===== src/rtl/decode_stage_sb.sv =====
// RV32I decode stage: holds one fetched instruction, decodes every base format,
// tracks in-flight destinations in a scoreboard and issues into a registered slot.
module decode_stage_sb #(
  parameter int BITSIZE   = 32,
  parameter int PC_ADJUST = 4
) (
  input  logic               clk,
  input  logic               rst_i,
  input  logic               flush_i,
  output logic               inv_instr_o,
  input  logic               IF_ID_give_i,
  output logic               ID_IF_get_o,
  input  logic [31:0]        IF_ID_instr_i,
  input  logic [BITSIZE-1:0] IF_ID_pc_i,
  input  logic               EX_ID_get_i,
  output logic               ID_EX_give_o,
  output logic [31:0]        ID_EX_instruction_o,
  output logic [BITSIZE-1:0] ID_EX_pc_o,
  output logic [BITSIZE-1:0] ID_EX_rs1_o,
  output logic [BITSIZE-1:0] ID_EX_rs2_o,
  output logic [BITSIZE-1:0] ID_EX_imm_o,
  output logic [4:0]         ID_EX_rd_o,
  output logic [4:0]         ID_REG_rs1_o,
  output logic [4:0]         ID_REG_rs2_o,
  input  logic [BITSIZE-1:0] REG_ID_rs1_d_i,
  input  logic [BITSIZE-1:0] REG_ID_rs2_d_i,
  input  logic               WB_ID_valid_i,
  input  logic [4:0]         WB_ID_rd_i
);

  generate
    if (BITSIZE < 32) begin : g_bitsize_chk
      $error("decode_stage_sb: BITSIZE must be >= 32");
    end
  endgenerate

  localparam logic [0:0] ST_GET    = 1'b0;
  localparam logic [0:0] ST_DECODE = 1'b1;

  localparam logic [6:0] OPC_LUI    = 7'b0110111;
  localparam logic [6:0] OPC_AUIPC  = 7'b0010111;
  localparam logic [6:0] OPC_JAL    = 7'b1101111;
  localparam logic [6:0] OPC_JALR   = 7'b1100111;
  localparam logic [6:0] OPC_LOAD   = 7'b0000011;
  localparam logic [6:0] OPC_OPIMM  = 7'b0010011;
  localparam logic [6:0] OPC_STORE  = 7'b0100011;
  localparam logic [6:0] OPC_BRANCH = 7'b1100011;
  localparam logic [6:0] OPC_OP     = 7'b0110011;
  localparam logic [6:0] OPC_FENCE  = 7'b0001111;
  localparam logic [6:0] OPC_SYSTEM = 7'b1110011;

  localparam logic [BITSIZE-1:0] PC_ADJ = BITSIZE'(PC_ADJUST);

  function automatic logic signed [31:0] imm_i(input logic [31:0] ins);
    return {{20{ins[31]}}, ins[31:20]};
  endfunction

  function automatic logic signed [31:0] imm_s(input logic [31:0] ins);
    return {{20{ins[31]}}, ins[31:25], ins[11:7]};
  endfunction

  function automatic logic signed [31:0] imm_b(input logic [31:0] ins);
    return {{19{ins[31]}}, ins[31], ins[7], ins[30:25], ins[11:8], 1'b0};
  endfunction

  function automatic logic signed [31:0] imm_u(input logic [31:0] ins);
    return {ins[31:12], 12'b0};
  endfunction

  function automatic logic signed [31:0] imm_j(input logic [31:0] ins);
    return {{11{ins[31]}}, ins[31], ins[19:12], ins[20], ins[30:21], 1'b0};
  endfunction

  function automatic logic signed [BITSIZE-1:0] sext(input logic signed [31:0] v);
    logic signed [BITSIZE-1:0] r;
    r       = {BITSIZE{v[31]}};
    r[31:0] = v;
    return r;
  endfunction

  logic [0:0]          state_p0;
  logic [31:0]         instr_p0;
  logic [BITSIZE-1:0]  pc_p0;

  logic                vld_p1;
  logic [31:0]         instr_p1;
  logic [BITSIZE-1:0]  pc_p1;
  logic [BITSIZE-1:0]  rs1_p1;
  logic [BITSIZE-1:0]  rs2_p1;
  logic signed [BITSIZE-1:0] imm_p1;
  logic [4:0]          rd_p1;
  logic                inv_p1;

  logic [31:0]         sb_q;
  logic [31:0]         sb_nxt;

  logic [6:0]          opcode;
  logic [4:0]          rs1_f;
  logic [4:0]          rs2_f;
  logic [4:0]          rd_f;
  logic                op_valid;
  logic                use_rs1;
  logic                use_rs2;
  logic                use_rd;
  logic signed [31:0]  imm32;

  logic                in_decode;
  logic                busy1;
  logic                busy2;
  logic                issue;
  logic                drop;
  logic                capture;
  logic                out_hs;

  assign opcode = instr_p0[6:0];
  assign rs1_f  = instr_p0[19:15];
  assign rs2_f  = instr_p0[24:20];
  assign rd_f   = instr_p0[11:7];

  always_comb begin
    op_valid = 1'b1;
    use_rs1  = 1'b0;
    use_rs2  = 1'b0;
    use_rd   = 1'b0;
    imm32    = '0;
    case (opcode)
      OPC_LUI, OPC_AUIPC: begin
        use_rd = 1'b1;
        imm32  = imm_u(instr_p0);
      end
      OPC_JAL: begin
        use_rd = 1'b1;
        imm32  = imm_j(instr_p0);
      end
      OPC_JALR, OPC_LOAD, OPC_OPIMM: begin
        use_rs1 = 1'b1;
        use_rd  = 1'b1;
        imm32   = imm_i(instr_p0);
      end
      OPC_STORE: begin
        use_rs1 = 1'b1;
        use_rs2 = 1'b1;
        imm32   = imm_s(instr_p0);
      end
      OPC_BRANCH: begin
        use_rs1 = 1'b1;
        use_rs2 = 1'b1;
        imm32   = imm_b(instr_p0);
      end
      OPC_OP: begin
        use_rs1 = 1'b1;
        use_rs2 = 1'b1;
        use_rd  = 1'b1;
      end
      OPC_FENCE, OPC_SYSTEM: begin
        op_valid = 1'b1;
      end
      default: op_valid = 1'b0;
    endcase
  end

  assign in_decode = (state_p0 == ST_DECODE);

  // A source is also busy when the instruction still waiting in the output slot writes it.
  assign busy1 = use_rs1 && (rs1_f != 5'd0) &&
                 (sb_q[rs1_f] || (vld_p1 && (rd_p1 == rs1_f)));
  assign busy2 = use_rs2 && (rs2_f != 5'd0) &&
                 (sb_q[rs2_f] || (vld_p1 && (rd_p1 == rs2_f)));

  assign out_hs  = vld_p1 && EX_ID_get_i;
  assign issue   = in_decode && op_valid && !busy1 && !busy2 &&
                   (!vld_p1 || EX_ID_get_i) && !flush_i;
  assign drop    = in_decode && !op_valid && !flush_i;
  assign capture = !in_decode && IF_ID_give_i && !flush_i;

  assign ID_IF_get_o  = !in_decode;
  assign ID_REG_rs1_o = (in_decode && use_rs1) ? rs1_f : 5'd0;
  assign ID_REG_rs2_o = (in_decode && use_rs2) ? rs2_f : 5'd0;

  // Stage p0: IF handshake into the held instruction register
  always_ff @(posedge clk or posedge rst_i) begin
    if (rst_i) begin
      state_p0 <= ST_GET;
      instr_p0 <= '0;
      pc_p0    <= '0;
    end else if (flush_i) begin
      state_p0 <= ST_GET;
    end else if (capture) begin
      state_p0 <= ST_DECODE;
      instr_p0 <= IF_ID_instr_i;
      pc_p0    <= IF_ID_pc_i;
    end else if (issue || drop) begin
      state_p0 <= ST_GET;
    end
  end

  // Stage p1: registered output slot towards EX
  always_ff @(posedge clk or posedge rst_i) begin
    if (rst_i) begin
      vld_p1   <= 1'b0;
      instr_p1 <= '0;
      pc_p1    <= '0;
      rs1_p1   <= '0;
      rs2_p1   <= '0;
      imm_p1   <= '0;
      rd_p1    <= '0;
    end else if (flush_i) begin
      vld_p1 <= 1'b0;
    end else if (issue) begin
      vld_p1   <= 1'b1;
      instr_p1 <= instr_p0;
      pc_p1    <= pc_p0 - PC_ADJ;
      rs1_p1   <= use_rs1 ? REG_ID_rs1_d_i : '0;
      rs2_p1   <= use_rs2 ? REG_ID_rs2_d_i : '0;
      imm_p1   <= sext(imm32);
      rd_p1    <= use_rd ? rd_f : 5'd0;
    end else if (out_hs) begin
      vld_p1 <= 1'b0;
    end
  end

  always_ff @(posedge clk or posedge rst_i) begin
    if (rst_i) begin
      inv_p1 <= 1'b0;
    end else begin
      inv_p1 <= drop;
    end
  end

  // Set is applied after clear so a same-cycle issue of rd wins over its writeback.
  always_comb begin
    sb_nxt = sb_q;
    if (WB_ID_valid_i && (WB_ID_rd_i != 5'd0)) begin
      sb_nxt[WB_ID_rd_i] = 1'b0;
    end
    if (out_hs && !flush_i && (rd_p1 != 5'd0)) begin
      sb_nxt[rd_p1] = 1'b1;
    end
    sb_nxt[0] = 1'b0;
  end

  always_ff @(posedge clk or posedge rst_i) begin
    if (rst_i) begin
      sb_q <= '0;
    end else begin
      sb_q <= sb_nxt;
    end
  end

  assign inv_instr_o         = inv_p1;
  assign ID_EX_give_o        = vld_p1;
  assign ID_EX_instruction_o = instr_p1;
  assign ID_EX_pc_o          = pc_p1;
  assign ID_EX_rs1_o         = rs1_p1;
  assign ID_EX_rs2_o         = rs2_p1;
  assign ID_EX_imm_o         = imm_p1;
  assign ID_EX_rd_o          = rd_p1;

endmodule

===== config.mk =====
export PLATFORM = sky130hd
export DESIGN_NAME = decode_stage_sb
export DESIGN_NICKNAME = d
export VERILOG_FILES = /design/src/rtl/decode_stage_sb.sv
export SDC_FILE = /design/constraint.sdc
export NUM_CORES = 1
export LEC_CHECK = 0
export BUFFER_PORTS_ARGS = -buffer_cell sky130_fd_sc_hd__buf_2
export CAP_MARGIN = 5
export CELL_PAD_IN_SITES_DETAIL_PLACEMENT = 1
export CELL_PAD_IN_SITES_GLOBAL_PLACEMENT = 1
export CORE_ASPECT_RATIO = 0.5
export CORE_MARGIN = 4
export CORE_UTILIZATION = 43
export CTS_BUF_LIST = sky130_fd_sc_hd__clkbuf_2 sky130_fd_sc_hd__clkbuf_4 sky130_fd_sc_hd__clkbuf_8
export DETAILED_ROUTE_END_ITERATION = 10
export PLACE_DENSITY_LB_ADDON = 0.1
export SYNTH_ARGS = -nofsm -noshare
export SYNTH_HDL_FRONTEND = slang
export SYNTH_SLANG_ARGS = --single-unit

===== constraint.sdc =====
create_clock -name clk -period 11.1 [get_ports clk]
set_clock_uncertainty 0.2 [all_clocks]
set_input_delay 1.11 -clock clk [delete_from_list [all_inputs] [get_ports clk]]
set_output_delay 1.11 -clock clk [all_outputs]
set_load 0.005 [all_outputs]

* Word-level counts from Yosys, hierarchy flattened *
Cells that the tools add are included.

operators by class
  add/sub/neg operators = 1
  order comparisons = 6
  equality and inequality tests = 13
  mux-type cells = 26
  bitwise operators = 4
  reduce and logical (&&, ||, !) cells = 47

operator list
  cell                                                                                 number
  32-bit case mux with 5 select lines                                                  1
  32-bit two-way mux                                                                   4
  32-bit AND                                                                           1
  32-bit NOT                                                                           1
  32-bit bitwise OR                                                                    1
  32-bit by 3-bit subtractor with 32-bit output, second input constant                 1
  7-bit equality test, second input constant                                           4
  5-bit by 6-bit less-than comparator with 1-bit output, second input constant         4
  1-bit logical AND                                                                    23
  7-bit by 6-bit equality test with 1-bit output, second input constant                3
  5-bit nonzero test                                                                   4
  5-bit two-way mux                                                                    3
  7-bit by 5-bit equality test with 1-bit output, second input constant                2
  1-bit two-way mux                                                                    14
  11-bit OR reduction                                                                  1
  1-bit binary-select mux with 5-bit select                                            2
  1-bit demux with 5-bit select                                                        2
  5-bit equality test                                                                  2
  5-bit by 1-bit greater-or-equal comparator with 1-bit output, second input constant  2
  7-bit by 2-bit equality test with 1-bit output, second input constant                1
  7-bit by 4-bit equality test with 1-bit output, second input constant                1
  7-bit OR reduction                                                                   1
  1-bit zero test                                                                      6
  3-bit nonzero test                                                                   2
  other kinds (6)                                                                      11

word-level totals
  register bits = 263
  output and inout bits = 178

* Longest topological paths before layout *
Gate-level depths: netlist of run 1.

  depth after elaboration = 14
  gate-level depth with buffers = 11
  mapped depth without buffers = 7

* Least setup slack after synthesis of run 1 *
No wires, ideal clock.

  kind = register to register
  start point = register instr_p0[15]
  end point = register imm_p1[0], in the netlist ID_EX_imm_o[0]
  setup time = 127 ps
  arrival time = 2678 ps
  required time = 10773 ps
  setup slack = 8095 ps
  cell stages (with the launch flop) = 10
  path through = dfrtp_1 -> buf_2 -> mux4_2 -> mux2_2 -> a2111oi_0 -> a311oi_1 -> nor4b_4 -> buf_4 -> buf_6 -> mux2_1

on the way
  word-level cells in the longest chain between the ends = 10
  elaborated cells between the ends (all ways) = 14
  classes of those cells = eq/ne (1); mux (2); reduce/logical (11)

RTL lines
  item                                                                                     line  RTL
  start, declared                                                                          82    logic [31:0] instr_p0;
  start signal, assigned                                                                   190   instr_p0 <= IF_ID_instr_i;
  1-bit binary-select mux with 5-bit select / 5-bit equality test (equally long branches)  166   (sb_q[rs1_f] || (vld_p1 && (rd_p1 == rs1_f)));
  1-bit two-way mux (implied by the code) / 1-bit logical AND (equally long branches)      166
  1-bit logical OR                                                                         166
  1-bit logical AND *                                                                      165   assign busy1 = use_rs1 && (rs1_f != 5'd0) &&
  1-bit zero test *                                                                        171   assign issue = in_decode && op_valid && !busy1 && !busy2 &&
  1-bit logical AND * (3 in series)                                                        171
  1-bit logical AND *                                                                      172   (!vld_p1 || EX_ID_get_i) && !flush_i;
  2-bit AND reduction (no line) *                                                          --
  end signal, assigned                                                                     215   imm_p1 <= sext(imm32);
  end, declared                                                                            90    logic signed [BITSIZE-1:0] imm_p1;

Every way passes the cells marked *; elsewhere a longest branch is shown, timed or not. The select of a mux whose other input is x is not followed.
A chain may end at the register's enable or synchronous reset.

* Worst setup path after layout of run 1 *
  start point = register instr_p0[15]
  end point = register pc_p1[15], in the netlist ID_EX_pc_o[15]

on the way
  word-level cells in the longest chain between the ends = 10
  elaborated cells between the ends (all ways) = 14
  classes of those cells = eq/ne (1); mux (2); reduce/logical (11)

RTL lines
  item                                                                                     line  RTL
  1-bit binary-select mux with 5-bit select / 5-bit equality test (equally long branches)  166
  1-bit two-way mux (implied by the code) / 1-bit logical AND (equally long branches)      166
  1-bit logical OR                                                                         166
  1-bit logical AND *                                                                      165
  1-bit zero test *                                                                        171
  1-bit logical AND * (3 in series)                                                        171
  1-bit logical AND *                                                                      172
  2-bit AND reduction (no line) *                                                          --
  end signal, assigned                                                                     212   pc_p1 <= pc_p0 - PC_ADJ;
  end, declared                                                                            87    logic [BITSIZE-1:0] pc_p1;

Marked as above.

==> metrics.md, run 1 <==
| Metric | Value |
|---|---|
| Largest cells by area after synthesis | dfrtp_1 54%, mux2_2 8.2%, mux2i_1 8.0% |
| Vias per cell | 5.11 |
| Initial antenna violation count | 5 |
| Pre-CTS setup slack | 6.20 ns |
| Unique cell type count in the Yosys netlist | 47 |
| Hold Crit Class | flip-flop to flip-flop |
| Pwr/cell area | between 150 and 200 nW/um^2 |
| Most frequent cells in the layout | 316 x buf_2, 263 x dfrtp_1, 103 x inv_1 |
| Hold Vio Cnt, Final | 0 |
| Largest net degree at the start of global routing | 128 |
| Worst r2r src | instr_p0[15] |
| Hold slack | 0.265 ns |
| #FFs+latches synth | roughly 260 |
| Die Y | 127 um |
| VDD IR-drop max | roughly 0.09 mV |
| Sw Ratio | 0.320 |
| Crit path DAT | about 5 ns |
| Sequential power share | 0.484 |
| Hold buffers post-CTS | 0 |
| Mapped Cells | 1,043 |
| # clock sinks | 263 |
| Layout cells sized above 1 | 0.367 |
| IO Pins | around 320 |
| Fin crit share | 0.441 |
| Sequential fraction of the synthesis area | 0.544 |
| Starting Density | 0.437 |
| Leading register cell type out of synthesis | dfrtp_1 |
| First-pass GRT wire length | approximately 55 mm |
| Max-cap viol count | 0 |
| Post-synth top area cell | dfrtp_1 |
| Syn-to-layout area delta | 21.9% |
| Reg-to-reg slack, setup | between 6 and 7 ns |
| IO buf count | approximately 320 |
| Worst skew pair latency | ~0.56 ns |
| Min cycle time layout | 4.90 ns |
| RSZ-0062 raised after global routing | false |
| Mapped Area | 12,100 sq um |
| Die area | slightly above 30,000 sq um |
| Ys Warns | 0 |
| Clock Path Buffers | 3 |
| Reg clk slew, reported paths | 0.06 ns |
| Gr ovfl total | 0 |
| Syn nets | 1,183 |
| Outcome | finished clean |
| Finish-stage setup viols | 0 |
| Switch Pwr | 0.938 mW |
| Yosys top cell area share | 0.544 |
| Cell Rows | 43 |
| Crit Path Max Fanout | between 60 and 70 |
| Gr usage total | 0.224 |
| Hold Path Sink | ID_EX_instruction_o[1] |
| Num CTS Buffers | 41 |
| WS Path Type | flip-flop to flip-flop |
| Routed WL | between 30 and 40 mm |
| CTS tree | done |
| Clk root buf | clkbuf_8 |
| Placeable Area | approximately 28,000 sq um |
| P_int | between 1.5 and 2 mW |
| Post-route ant nets | 0 |
| Worst slew pin tran | 1.23 ns |
| Final TNS setup | 0 ns |
| DR pass1 iterations | 4 |
| Worst EP required | 11.32 ns |
| R2R depth | 8 |
| Tot Pwr | roughly 2.9 mW |
| Worst reg2reg endpoint | ID_EX_pc_o[15] |
| Max-slew violations | 0 |
| Syn avg cell area | between 10 and 15 sq um |
| Gate power share | 0.239 |
| Drt wl/cell | roughly 20 um |
| Gp weighted congestion | 0.827 |
| EDFF count, synth | 0 |
| 1st-iter DRT viols | a little under 400 |
| # DRC | 0 |
| Rel. slew slack | 0.181 |
| Fmax | ~200 MHz |
| Hold path cells | 1 |
| Worst Setup End Kind | flip-flop |
| Async S/R FF share, synth | 1.00 |
| Setup Buffers After CTS | 0 |
| Resize count post-CTS | 0 |
| Via Count | roughly 9,000 |
| Final WS setup | roughly 6.2 ns |
| Die X-Extent | between 200 and 250 um |
| Most common library cell in the layout ignoring fill and taps | buf_2 |
| H-tree Lvls | 2 |
| Leak | a little over 7 nW |
| Worst Setup Start Kind | flip-flop |
| Hold Crit Start | ID_EX_instruction_o[1] |
| Number of global-route vias before repair | roughly 9,800 |
| Clock share of power | 0.277 |
| Final Net Count | roughly 1,500 |
| Dpl hpwl | approximately 25 mm |
cells by family after synthesis:
logic type / share of synthesized area
compound gates: 0.0535
xor+xnor: 0.0268
fa+ha+maj: 0.00103
buf+inv: 0.0574
flops: 0.544
mux: 0.226
simple gates: 0.0913
flip-flops by register name, indices dropped and copies added, names as in the netlist:
name	flops
inv_instr_o	1
ID_EX_give_o	1
instr_p0	32
sb_q	31
ID_EX_pc_o	32
ID_EX_instruction_o	32
ID_EX_rd_o	5
in_decode	1
ID_EX_imm_o	32
ID_EX_rs1_o	32
ID_EX_rs2_o	32
pc_p0	32
critical path, cell delays in order, from the launching register on:
cell       delay (ns)
dfrtp_1          0.73
mux4_2           0.58
mux2_2           0.28
a2111oi_0        0.54
a311oi_1         0.18
nor4b_4          0.25
buf_4            0.62
buf_4            0.86
mux2_1           0.39
power by group through the flow:
stage	clock network (mW)	logic (mW)	registers, mW
after detailed placement	0	0.718	1.44
after floorplan	0	0.365	1.38
after global routing	0.892	0.782	1.46
after CTS	0.842	0.721	1.42
final	0.812	0.701	1.42
after global placement	0	0.689	1.42
worst max path at each step:
stage / from / end / slack (ns) / cells after the start
floorplan: rst_i / ID_EX_give_o / 2.55 / 1
global placement: instr_p0[15] / ID_EX_instruction_o[7] / 6.24 / 8
detailed placement: instr_p0[15] / ID_EX_instruction_o[13] / 6.20 / 8
CTS: instr_p0[15] / ID_EX_pc_o[27] / 6.15 / 8
global route: instr_p0[15] / ID_EX_pc_o[27] / 5.84 / 8
finish: instr_p0[15] / ID_EX_pc_o[15] / 6.20 / 8
stage by stage:
| stage | util | std cells | area (sq um) |
|---|---|---|---|
| after floorplan | - | 1043 | 12100 |
| after global placement | 0.504 | 1693 | 14000 |
| after detailed placement | 0.504 | 1693 | 14000 |
| after CTS | 0.532 | 1757 | 14700 |
| after global routing | 0.532 | 1762 | 14700 |
| final | 0.532 | 1762 | 14700 |
cell usage after synthesis, types with 2 or more instances:
library cell	number
a21oi_1	24
a22o_1	4
a31oi_1	3
and3_1	10
buf_1	2
buf_2	6
buf_4	11
buf_6	5
clkbuf_1	34
dfrtp_1	263
inv_1	104
mux2_1	41
mux2_2	88
mux2i_1	97
mux4_2	14
nand2_1	100
nand2b_1	4
nand3_1	21
nand3b_1	9
nor2_1	22
nor2b_1	4
nor3_1	13
nor3b_1	5
nor4_1	12
nor4b_1	2
o21ai_0	74
o21bai_1	2
or2_2	5
or3_1	4
or3b_2	3
or4_1	6
xnor2_1	7
xor2_1	30
layer usage:
layer  part of all wire  GRT usage
met4              0.023     0.0731
met3              0.044     0.0418
met2               0.51      0.397
met1               0.42      0.279
met5                  0          0
layout make-up:
cell class | instances | area, sq um
Antenna cell | 5 | 12.5
Sequential cell | 263 | 6580
Tap cell | 382 | 478
Clock buffer | 60 | 757
Multi-Input combinational cell | 618 | 4840
Clock inverter | 4 | 25.0
Timing Repair Buffer | 326 | 1660
Inverter | 104 | 398
Fill cell | 3064 | 13000
Power figures use the tool's default switching activity.
==> run 2: changes to the inputs <==
==> constraint.sdc (replaced) <==
create_clock -name clk -period 4.58 [get_ports clk]
set_clock_uncertainty 0.2 [all_clocks]
set_input_delay 0.458 -clock clk [delete_from_list [all_inputs] [get_ports clk]]
set_output_delay 0.458 -clock clk [all_outputs]
set_load 0.005 [all_outputs]
==> metrics.md, run 2 (synthesized netlist as in run 1, its figures left out) <==
| Metric | Value |
|---|---|
| Dpl hpwl | 26.2 mm (+2.8%) |
| RSZ-0062 raised after global routing | false |
| Clock Path Buffers | 3 (unchanged) |
| DR pass1 iterations | 4 (unchanged) |
| Finish-stage setup viols | 0 (unchanged) |
| Syn-to-layout area delta | 33.0% |
| Die Y | 127 um (unchanged) |
| # DRC | 0 (unchanged) |
| Reg-to-reg slack, setup | 0.72 ns (-5.48 ns) |
| WS Path Type | flip-flop to flip-flop |
| Rel. slew slack | 0.165 (-0.0159) |
| Gp weighted congestion | 0.870 (+5.2%) |
| Largest net degree at the start of global routing | 141 (+10%) |
| IO Pins | 317 (unchanged) |
| Leak | 7.62 nW (+8.1%) |
| Worst Setup Start Kind | flip-flop |
| Worst Setup End Kind | flip-flop |
| H-tree Lvls | 2 (unchanged) |
| Cell Rows | 43 (unchanged) |
| Final TNS setup | 0 ns (unchanged) |
| Clk root buf | clkbuf_8 |
| Routed WL | 40.1 mm (+14%) |
| Min cycle time layout | 3.86 ns (-1.04 ns) |
| Vias per cell | 5.14 (+0.68%) |
| Worst slew pin tran | 1.25 ns (+0.0238 ns) |
| Fmax | 259 MHz (+27%) |
| Post-route ant nets | 0 (unchanged) |
| Starting Density | 0.437 (unchanged) |
| # clock sinks | 263 (unchanged) |
| Max-cap viol count | 0 (unchanged) |
| Crit path DAT | 4.10 ns (-1.02 ns) |
| Number of global-route vias before repair | 11,068 (+13%) |
| Layout cells sized above 1 | 0.336 (-0.0303) |
| Reg clk slew, reported paths | 0.07 ns (about the same) |
| Hold Vio Cnt, Final | 0 (unchanged) |
| IO buf count | 316 (unchanged) |
| Pwr/cell area | 450 nW/um^2 (+130%) |
| Placed instance area | 14,000 sq um (+0.58%) |
| Via Count | 9,729 (+8.1%) |
| Final Cell Area | 16,100 sq um (+9.2%) |
| Initial antenna violation count | 2 (-3) |
| Most common library cell in the layout ignoring fill and taps | buf_2 |
| Die area | 31,100 sq um (unchanged) |
| 1st-iter DRT viols | 497 (+26%) |
| Drt wl/cell | 21.2 um (+6.0%) |
| Gr usage total | 0.255 (+0.0313) |
| Die X-Extent | 245 um (unchanged) |
| First-pass GRT wire length | 62.8 mm (+13%) |
| VDD IR-drop max | 0.245 mV (+170%) |
| Most frequent cells in the layout | 316 x buf_2, 263 x dfrtp_1, 130 x dlygate4sd3_1 |
| Outcome | finished clean |
| Max-slew violations | 0 (unchanged) |
| Gr ovfl total | 0 (unchanged) |
| Worst skew pair latency | 0.54 ns (-0.02 ns) |
| Hold Crit Class | input pin to flip-flop |
| Crit Path Max Fanout | 71 (+9.2%) |
| Setup Buffers After CTS | 0 (unchanged) |
| CTS tree | done |
| Fin crit share | 0.843 (+0.401) |
| Worst EP required | 4.82 ns (-6.50 ns) |
| Core Util, Final | 0.581 (+0.0489) |
| Num CTS Buffers | 40 (-2.4%) |
| Final Net Count | 1,626 (+8.8%) |
| Placeable Area | 27,700 sq um (unchanged) |
==> run 2: changes by cell type in the layout (fill, tap and decap cells not counted), sizes merged <==
cell / before / now
dlygate4sd3: 0 / 130
clkinv: 2 / 3
inv: 104 / 103
diode: 5 / 2
clkbuf: 60 / 61
buf: 326 / 329
clkinvlp: 2 / 1
==> run 2: what timing repair did <==
action / in CTS / in global routing
setup endpoints to repair: 0 / 0
hold buffers: 130 / 0
endpoints found under the hold margin: 187 / 0
gates resized for setup: 0 / 0
==> run 2: path summary, 6_finish.rpt <==
kind,from,endpoint,depth (start not counted)
setup / recovery,instr_p0[15],ID_EX_rs1_o[2],8
hold / removal,WB_ID_rd_i[4],sb_q[18],4
setup reg to reg,instr_p0[15],ID_EX_rs1_o[2],8
hold reg to reg,ID_EX_instruction_o[1],ID_EX_instruction_o[1],1
max in group asynchronous,rst_i,sb_q[13],4
min in group asynchronous,rst_i,ID_EX_rs1_o[10],4
==> run 2: critical path, stage by stage, from the launching register on <==
cell	delay (ns)
dfrtp_1	0.58
mux4_2	0.56
mux2_2	0.28
a2111oi_0	0.45
a311oi_1	0.17
nor4b_4	0.40
buf_12	0.44
buf_12	0.32
mux2i_1	0.27
==> run 2: per-stage QoR <==
stage / instances / power, mW / setup slack, ns / hold slack, ns
finish: 1892 / 7.24 / 0.720 / 0.173
global route: 1892 / 7.69 / 0.458 / 0.167
CTS: 1890 / 7.28 / 0.745 / 0.115
detailed placement: 1696 / 5.24 / 0.767 / 0.249
global placement: 1696 / 5.13 / 0.944 / 0.249
floorplan: 1043 / 4.23 / 0.452 / 0.260
==> run 2: report_power, final <==
group / internal, mW / switching [mW] / leakage (nW)
Sequential: 2.93 / 0.523 / 3.28
Combinational: 0.933 / 0.923 / 3.93
Clock: 1.03 / 0.902 / 0.411
==> run 2: cell type report <==
type | instances | area, sq um
fill | 3031 | 11600
sequential | 263 | 6580
multi-input combinational | 618 | 4840
timing repair buffer | 459 | 3040
clock buffer | 61 | 746
tap | 382 | 478
inverter | 104 | 394
clock inverter | 3 | 15.0
antenna | 2 | 5.00
==> run 2: metal layers <==
metal | vias to the layer above | GRT usage | wire length [um]
met5 | - | 0 | 0
met2 | 245 | 0.471 | 21200
met1 | 4959 | 0.297 | 15700
li1 | 4440 | - | -
met4 | 0 | 0.0881 | 1210
met3 | 85 | 0.0541 | 1980
